File: src/rtl/rob_pkg.sv
// Shared reorder-buffer types and sizing constants, also reused by regfile and issue logic.
package rob_pkg;
  localparam int ROB_DEPTH = 8;
  localparam int ROB_TAG_W = $clog2(ROB_DEPTH);
  localparam int REG_IDX_W = 5;
  localparam int XLEN      = 32;

  typedef struct packed {
    logic                 valid;
    logic                 ready;
    logic [REG_IDX_W-1:0] dest;
    logic [XLEN-1:0]      data;
  } rob_entry_t;
endpackage

File: src/rtl/rob_ptr.sv
// Wrapping ring-buffer pointer; clr wins over inc.
module rob_ptr #(
  parameter int W = 3
) (
  input  logic         clk,
  input  logic         rst_n,
  input  logic         inc,
  input  logic         clr,
  output logic [W-1:0] ptr
);
  always_ff @(posedge clk or negedge rst_n) begin
    if (!rst_n)   ptr <= '0;
    else if (clr) ptr <= '0;
    else if (inc) ptr <= ptr + 1'b1;
  end
endmodule

File: src/rtl/reorder_buffer.sv
// In-order commit queue: allocate at tail, complete by tag, retire one ready head entry per cycle.
module reorder_buffer
  import rob_pkg::*;
#(
  parameter int DEPTH = ROB_DEPTH,
  parameter int TAG_W = $clog2(DEPTH)
) (
  input  logic                 clk,
  input  logic                 rst_n,
  input  logic                 allocValid,
  input  logic [REG_IDX_W-1:0] allocDest,
  output logic                 allocReady,
  output logic [TAG_W-1:0]     allocTag,
  input  logic                 wbValid,
  input  logic [TAG_W-1:0]     wbTag,
  input  logic [XLEN-1:0]      wbData,
  input  logic                 flush,
  output logic                 ROBwriteEnable,
  output logic [XLEN-1:0]      ROBwriteData,
  output logic [REG_IDX_W-1:0] ROBwriteIndex,
  output logic                 empty,
  output logic [TAG_W:0]       count
);
  rob_entry_t       ent [DEPTH];
  rob_entry_t       head_ent;
  logic [TAG_W-1:0] head, tail;
  logic             do_alloc, do_commit;

  assign head_ent   = ent[head];
  assign allocReady = (count != (TAG_W+1)'(DEPTH));
  assign allocTag   = tail;
  assign empty      = (count == '0);
  assign do_alloc   = allocValid && allocReady && !flush;
  assign do_commit  = head_ent.valid && head_ent.ready && !flush;

  rob_ptr #(.W(TAG_W)) u_head (.clk(clk), .rst_n(rst_n), .inc(do_commit), .clr(flush), .ptr(head));
  rob_ptr #(.W(TAG_W)) u_tail (.clk(clk), .rst_n(rst_n), .inc(do_alloc),  .clr(flush), .ptr(tail));

  // Allocation is written last so it overrides a stray writeback aimed at the free tail slot.
  always_ff @(posedge clk or negedge rst_n) begin
    if (!rst_n) begin
      for (int i = 0; i < DEPTH; i++) ent[i] <= '0;
    end else if (flush) begin
      for (int i = 0; i < DEPTH; i++) ent[i].valid <= 1'b0;
    end else begin
      if (wbValid && ent[wbTag].valid) begin
        ent[wbTag].ready <= 1'b1;
        ent[wbTag].data  <= wbData;
      end
      if (do_commit) ent[head].valid <= 1'b0;
      if (do_alloc) begin
        ent[tail].valid <= 1'b1;
        ent[tail].ready <= 1'b0;
        ent[tail].dest  <= allocDest;
        ent[tail].data  <= '0;
      end
    end
  end

  always_ff @(posedge clk or negedge rst_n) begin
    if (!rst_n)     count <= '0;
    else if (flush) count <= '0;
    else begin
      case ({do_alloc, do_commit})
        2'b10:   count <= count + 1'b1;
        2'b01:   count <= count - 1'b1;
        default: count <= count;
      endcase
    end
  end

  // Retired entries with dest 0 still leave the queue but never write the regfile.
  always_ff @(posedge clk or negedge rst_n) begin
    if (!rst_n) begin
      ROBwriteEnable <= 1'b0;
      ROBwriteData   <= '0;
      ROBwriteIndex  <= '0;
    end else begin
      ROBwriteEnable <= do_commit && (head_ent.dest != '0);
      if (do_commit) begin
        ROBwriteData  <= head_ent.data;
        ROBwriteIndex <= head_ent.dest;
      end
    end
  end
endmodule

File: config.mk
export PLATFORM = sky130hd
export DESIGN_NAME = reorder_buffer
export DESIGN_NICKNAME = d
export VERILOG_FILES = /design/src/rtl/rob_pkg.sv /design/src/rtl/rob_ptr.sv /design/src/rtl/reorder_buffer.sv
export SDC_FILE = /design/constraint.sdc
export NUM_CORES = 1
export LEC_CHECK = 0
export CAP_MARGIN = 20
export CELL_PAD_IN_SITES_DETAIL_PLACEMENT = 0
export CELL_PAD_IN_SITES_GLOBAL_PLACEMENT = 1
export CORE_UTILIZATION = 48
export CTS_CLUSTER_DIAMETER = 120
export DETAILED_ROUTE_END_ITERATION = 10
export GPL_TIMING_DRIVEN = 0
export PLACE_DENSITY = 0.87
export SLEW_MARGIN = 20
export SYNTH_ARGS = -nofsm -noshare
export SYNTH_HDL_FRONTEND = slang
export SYNTH_SLANG_ARGS = --single-unit
File: constraint.sdc
create_clock -name clk -period 4.1 [get_ports clk]
set_input_delay 0.82 -clock clk [delete_from_list [all_inputs] [get_ports clk]]
set_output_delay 0.82 -clock clk [all_outputs]
set_load 0.1 [all_outputs]
# ---- Word-level counts from Yosys, hierarchy flattened
# Index checks and enable logic that the tools add are counted.
dict set report op_classes {
  order_cmp 6
  n_mul 0
  div 0
  shift 0
  reduce_logical 15
  n_addsub 4
  n_eq_ne 3
  muxes 46
  bitwise_logic 3
}
# op count
set ops {}
lappend ops {{$bwmux 312} 7}
lappend ops {{$mux 312} 5}
lappend ops {{$demux 39 s3} 7}
lappend ops {{$bmux 39 s3} 2}
lappend ops {{$mux 39} 6}
lappend ops {{$mux 38} 2}
lappend ops {{$mux 32} 2}
lappend ops {{$mux 37} 1}
lappend ops {{$ge 4x4->1 const B} 3}
lappend ops {{$lt 4x1->1 const B} 3}
lappend ops {{$mux 3} 4}
lappend ops {{$not 3->4} 3}
lappend ops {{$logic_and 1x1->1} 9}
lappend ops {{$mux 1} 8}
lappend ops {{$pmux 4 s2} 1}
lappend ops {{$add 3x1->3 const B} 2}
lappend ops {{$reduce_bool 5->1} 1}
lappend ops {{$add 4x1->4 const B} 1}
lappend ops {{$logic_not 4->1} 1}
lappend ops {{$mux 4} 1}
lappend ops {{$ne 4x4->1 const B} 1}
lappend ops {{$reduce_bool 2->1} 2}
lappend ops {{$sub 4x1->4 const B} 1}
lappend ops {{$reduce_bool 3->1} 1}
lappend ops {{3 further kinds} 3}
dict set report totals {
  mem_bits_rw 0
  latch_bits 0
  elab_cells 115
  output_inout_bits 47
  rom_bits 0
  n_memories 0
  regBits 360
  input_bits 45
}

# ---- Logic depth before layout (Yosys ltp)
# Gate-level depths: netlist (run 1).
dict set report logic_depth {
  word_depth 18
  mapped_depth 14
  mapped_depth_nobuf 11
}

# ---- Hierarchy
# From an unflattened synthesis (run 1), not the netlist that was laid out.
dict set report unflattened {
  cells_unflattened 1263
  hier_area_um2 15625.0
}
# module area_each_um2 cells_per_inst instances seq_area_each_um2
set by_module_without_submodules {}
lappend by_module_without_submodules {reorder_buffer 15352.2 1241 1 8858.5}
lappend by_module_without_submodules {rob_ptr 136.4 11 2 75.1}

# ---- Least setup slack after synthesis (run 1)
# Ideal clock, no wire load.
dict set report synth_timing {
  path_kind {flip-flop to output port}
  startpoint {reg count[1]}
  endpoint {out empty}
  required_ns 3.280
  slack_ns -0.553
  stages_incl_launch_ff 2
  arrival_time_ns 3.833
  cell_sequence {dfrtp_1 > nor4_1}
}
dict set report synth_between {
  elab_chain_cells 1
}
# item line
set synth_lines {}
lappend synth_lines {{start: declaration} reorder_buffer.sv:22} ;# output logic [TAG_W:0] count
lappend synth_lines {{start signal: assignment} reorder_buffer.sv:65} ;# 2'b10: count <= count + 1'b1;
lappend synth_lines {{start signal: assignment} reorder_buffer.sv:66} ;# 2'b01: count <= count - 1'b1;
lappend synth_lines {{start signal: assignment} reorder_buffer.sv:67} ;# default: count <= count;
lappend synth_lines {{$logic_not 4->1} reorder_buffer.sv:32} ;# assign empty = (count == '0);
lappend synth_lines {{end: declaration} reorder_buffer.sv:21} ;# output logic empty,
# No other way between the ends.

# ---- Final worst setup path (run 1)
dict set report layout_timing {
  startpoint {in flush}
  endpoint {reg count[3]}
}
dict set report layout_between {
  elab_chain_cells 5
  word_cells_on_any_way 8
  classes_between {eq/ne: 2; mux: 2; reduce/logical: 4}
}
# item line
set layout_lines {}
lappend layout_lines {{start: declaration} reorder_buffer.sv:17} ;# input logic flush,
lappend layout_lines {{$logic_not 1->1} {reorder_buffer.sv:33, reorder_buffer.sv:34}}
lappend layout_lines {{$logic_and 1x1->1 (on tied branches)} {reorder_buffer.sv:34, reorder_buffer.sv:33}}
lappend layout_lines {{$eq 2x1->1 / $eq 2x2->1 (equally long branches)} reorder_buffer.sv:64} ;# case ({do_alloc, do_commit})
lappend layout_lines {{$pmux 4 s2} reorder_buffer.sv:64}
lappend layout_lines {{$mux 4} reorder_buffer.sv:62} ;# else if (flush) count <= '0;
# Parallel ways exist; a longest one is shown, timed or not.
# A chain may end at the register's enable or synchronous reset.

==> results of run 1 <==
==> stage by stage <==
stage | util (%) | power, W | setup WS [ns]
floorplan | - | 0.00427 | 0.0187
global placement | 53.5 | 0.00455 | -13.41
detailed placement | 53.8 | 0.00457 | -0.315
CTS | 57.7 | 0.00803 | 0.223
global route | 57.7 | 0.00827 | 0.0232
finish | 57.7 | 0.00803 | 0.244
==> cell families after synthesis <==
group | synth area share (%)
multiplexers | 8.98
flip-flops | 56.1
buffers and inverters | 3.30
AND/OR/NAND/NOR | 8.48
XOR/XNOR | 0.335
adder cells (fa/ha/maj) | 0.437
AO/OA/AOI/OAI | 22.3
==> sequential cells by signal, summed over array words and instances, names as in the netlist <==
register	count
ent	312
ROBwriteData	32
ROBwriteIndex	5
count	4
u_head.ptr	3
u_tail.ptr	3
ROBwriteEnable	1
==> layer usage <==
layer  vias up  wire, um  track usage, %
met2       727     22900            46.9
li1       5552         -               -
met4         0      2520            15.4
met1      6598     21300            43.0
met3       167      5050            7.86
met5         -         0               0
==> synthesized netlist by cell type (2+ instances only) <==
cell type,number
o21a_1,17
nand4_1,4
buf_1,8
o221ai_1,14
a21oi_1,87
clkbuf_1,87
mux2_1,2
a221oi_1,32
nor4_1,2
buf_6,3
o2111ai_1,2
nand3_1,8
mux2_2,77
a31oi_1,5
nand2_1,158
buf_2,24
a21boi_1,2
ha_1,4
nor2_1,76
o311ai_0,2
o2bb2ai_1,2
nor2b_1,42
a21boi_0,2
nand2b_1,5
o21ai_0,97
a211oi_1,20
xor2_1,2
dfrtp_1,360
mux2i_1,48
and3_1,5
a21o_1,6
a22o_1,181
o211ai_1,8
a22oi_1,17
and2_1,3
o22ai_1,2
mux4_2,2
nor3_1,2
==> power by group through the flow <==
stage                     Sequential, W  Combinational (W)  Clock (W)
after global routing            0.00377           0.000813    0.00369
after CTS                       0.00375           0.000760    0.00352
final                           0.00376           0.000759    0.00351
after detailed placement        0.00382           0.000757          0
after global placement          0.00382           0.000729          0
after floorplan                 0.00398           0.000286          0
==> worst min path at each step <==
stage               cells after the start        to  startpoint  slack, ns
finish                                  1  ent[308]       rst_n       0.26
global route                            1  ent[308]       rst_n       0.31
CTS                                     1  ent[308]       rst_n       0.29
detailed placement                      2    ent[4]      ent[4]       0.47
global placement                        2   ent[31]     ent[31]       0.46
floorplan                               2   ent[10]     ent[10]       0.44
==> layout make-up <==
class | count | share of cell area, %
clock inverters | 3 | 0.0995
flip-flops and latches | 360 | 47.7
well taps | 442 | 2.93
inverters | 3 | 0.0597
clock buffers | 65 | 6.61
multi-input cells | 949 | 34.5
plain buffers | 123 | 2.75
repair buffers | 92 | 5.28
==> impl_metrics.py, run 1 <==
metrics = {
    "run_status": {
        "outcome": "completed",
    },
    "layout": {
        "instances_no_fill": 2037,
        "multi_input_area_mm2": 0.00652,
        "num-nets-final": 1618,
        "layout-drive-gt1-share_pct": 11.0,
        "antenna_cells": 0,
        "final_area_mm2": 0.0189,
        "seqCellArea_mm2": 0.00901,
        "mostFrequentLayoutCells": "dfrtp_1 (360), a22o_1 (181), nand2_1 (158), clkbuf_1 (98), o21ai_0 (97)",
        "fillers": 2791,
        "synthToLayoutAreaGrowth_pct": 17.6,
        "final_common_cell": "dfrtp_1",
    },
    "timing": {
        "worst_hold_slack_ns": 0.265,
        "period_needed_ns": 3.86,
        "hold_violations": 0,
        "slew_headroom_pct": 30.6,
        "fin_skew_ns": 0.0145,
        "setup_violations": 0,
        "layout_worst_path_cycle_share_pct": 94.0,
        "fin_setup_tns_ns": 0,
        "tightest_slew_ns": 1.04,
        "slew_violations": 0,
        "rsz0062_at_grt": "false",
        "max_freq_mhz": 259,
    },
    "power_and_ir_drop": {
        "worst_ir_drop_vdd_mv": 0.242,
        "switchingPower_w": 0.00202,
        "power_density_mw_per_mm2": 425,
        "switching_share_pct": 25.2,
        "pwr-share-seq_pct": 46.8,
        "internal_power_w": 0.00600,
        "clkPwrFrac_pct": 43.7,
        "combPwrFrac_pct": 9.5,
        "leakage_nw": 8.41,
    },
    "floorplan": {
        "fp.dieArea_mm2": 0.0342,
        "fp.dieH_um": 185,
        "start_util_pct": 49.1,
        "dieWidth_um": 185,
        "ioPinCount": 92,
        "fp.coreArea_mm2": 0.0327,
        "std_cell_rows": 66,
    },
    "synthesis": {
        "synth_nets": 1485,
        "synth_edf_count": 0,
        "synth_ff_type": "dfrtp_1",
        "synth.distinct_cells": 55,
        "synth_warnings": 0,
        "synth_top_cell_area_share_pct": 56.1,
        "synthTopCellsByArea": "dfrtp_1 (56%), a22o_1 (9.9%), mux2_2 (5.4%)",
        "synth_top_cell_by_area": "dfrtp_1",
        "syn_area_mm2": 0.0160,
        "synth_area_per_cell_um2": 11.2,
        "ys_ff_latch": 360,
        "synthCells": 1435,
        "async_flop_share_pct": 100,
        "yosysSeqAreaShare_pct": 56.1,
    },
    "job": {
        "max_cap_violations": 0,
    },
    "clocking": {
        "path_clk_slew_ns": 0.06,
        "cts_hold_buffers": 0,
        "htreeDepth": 2,
        "root_buffer": "clkbuf_16",
        "cts_setup_buffers": 0,
        "cts_inserted_buffers": 39,
        "cts_sinks": 360,
        "worstSkewPairLatency_ns": 0.53,
        "ctsResizeCount": 0,
        "cts_tree": "done",
        "clk_path_buf_depth": 3,
    },
    "route": {
        "wl_per_cell_um": 25.4,
        "wirelength_mm": 51.8,
        "drt_iter0_markers": 1347,
        "vias": 13044,
        "dr.pass1.iters": 5,
        "ant_nets": 0,
        "drc": 0,
        "viasPerCell": 6.40,
    },
    "worst_setup_path": {
        "critical_path.top_delay_family": "buffers and inverters",
        "worstRegToRegCells": 13,
        "critical_path_class": "primary input to register",
        "reg2reg_to": "count[3]",
        "rr_startpoint": "u_head.ptr[2]",
        "critPathBufInv": 4,
        "slowest_delay_ns": 0.57,
        "cp_slowest_cell": "clkbuf_1",
        "cpMostUsedCell": "clkbuf_1",
        "worstPathCellList": "clkdlybuf4s50_1, clkbuf_1, clkbuf_1, clkbuf_1, nor3_1, ha_1, a21oi_1, nand2_1, a211oi_1, a31oi_1, mux2_2",
        "worst_setup_path_start_kind": "primary input",
        "worst_setup_path_end_kind": "register",
        "crit_fanout": 10,
        "ff2ff_setup_slack_ns": 0.33,
        "path_depth": 11,
        "worstPathArrival_ns": 4.27,
        "required_ns": 4.51,
        "critPathLaunch": "flush",
        "crit_path_end": "count[3]",
    },
    "placement": {
        "routabilityCongestion": 0.939,
        "place_inst": 1969,
        "portBuffers": 88,
        "place_area_mm2": 0.0176,
        "dp_hpwl_mm": 33.4,
    },
    "grt": {
        "grt_max_degree": 95,
        "antenna_found_initial": 0,
        "track_usage_pct": 31.5,
        "overflow": 0,
        "grt_pass1_wl_mm": 79.9,
        "grt_pass1_vias": 13287,
    },
    "hold_path": {
        "hold_class": "primary input to async pin",
    },
}
Note: power is estimated with default switching activity, not from simulation.
==> run 2: changes to the inputs <==
SKIP_CTS_REPAIR_TIMING = 1   (was unset)
==> results of run 2 <==
No change in the layout: final DEF, timing and power equal those of run 1.
==> run 3: changes to the inputs <==
SKIP_LAST_GASP = 1   (was unset)
==> results of run 3 <==
No change in the layout: final DEF, timing and power equal those of run 1.
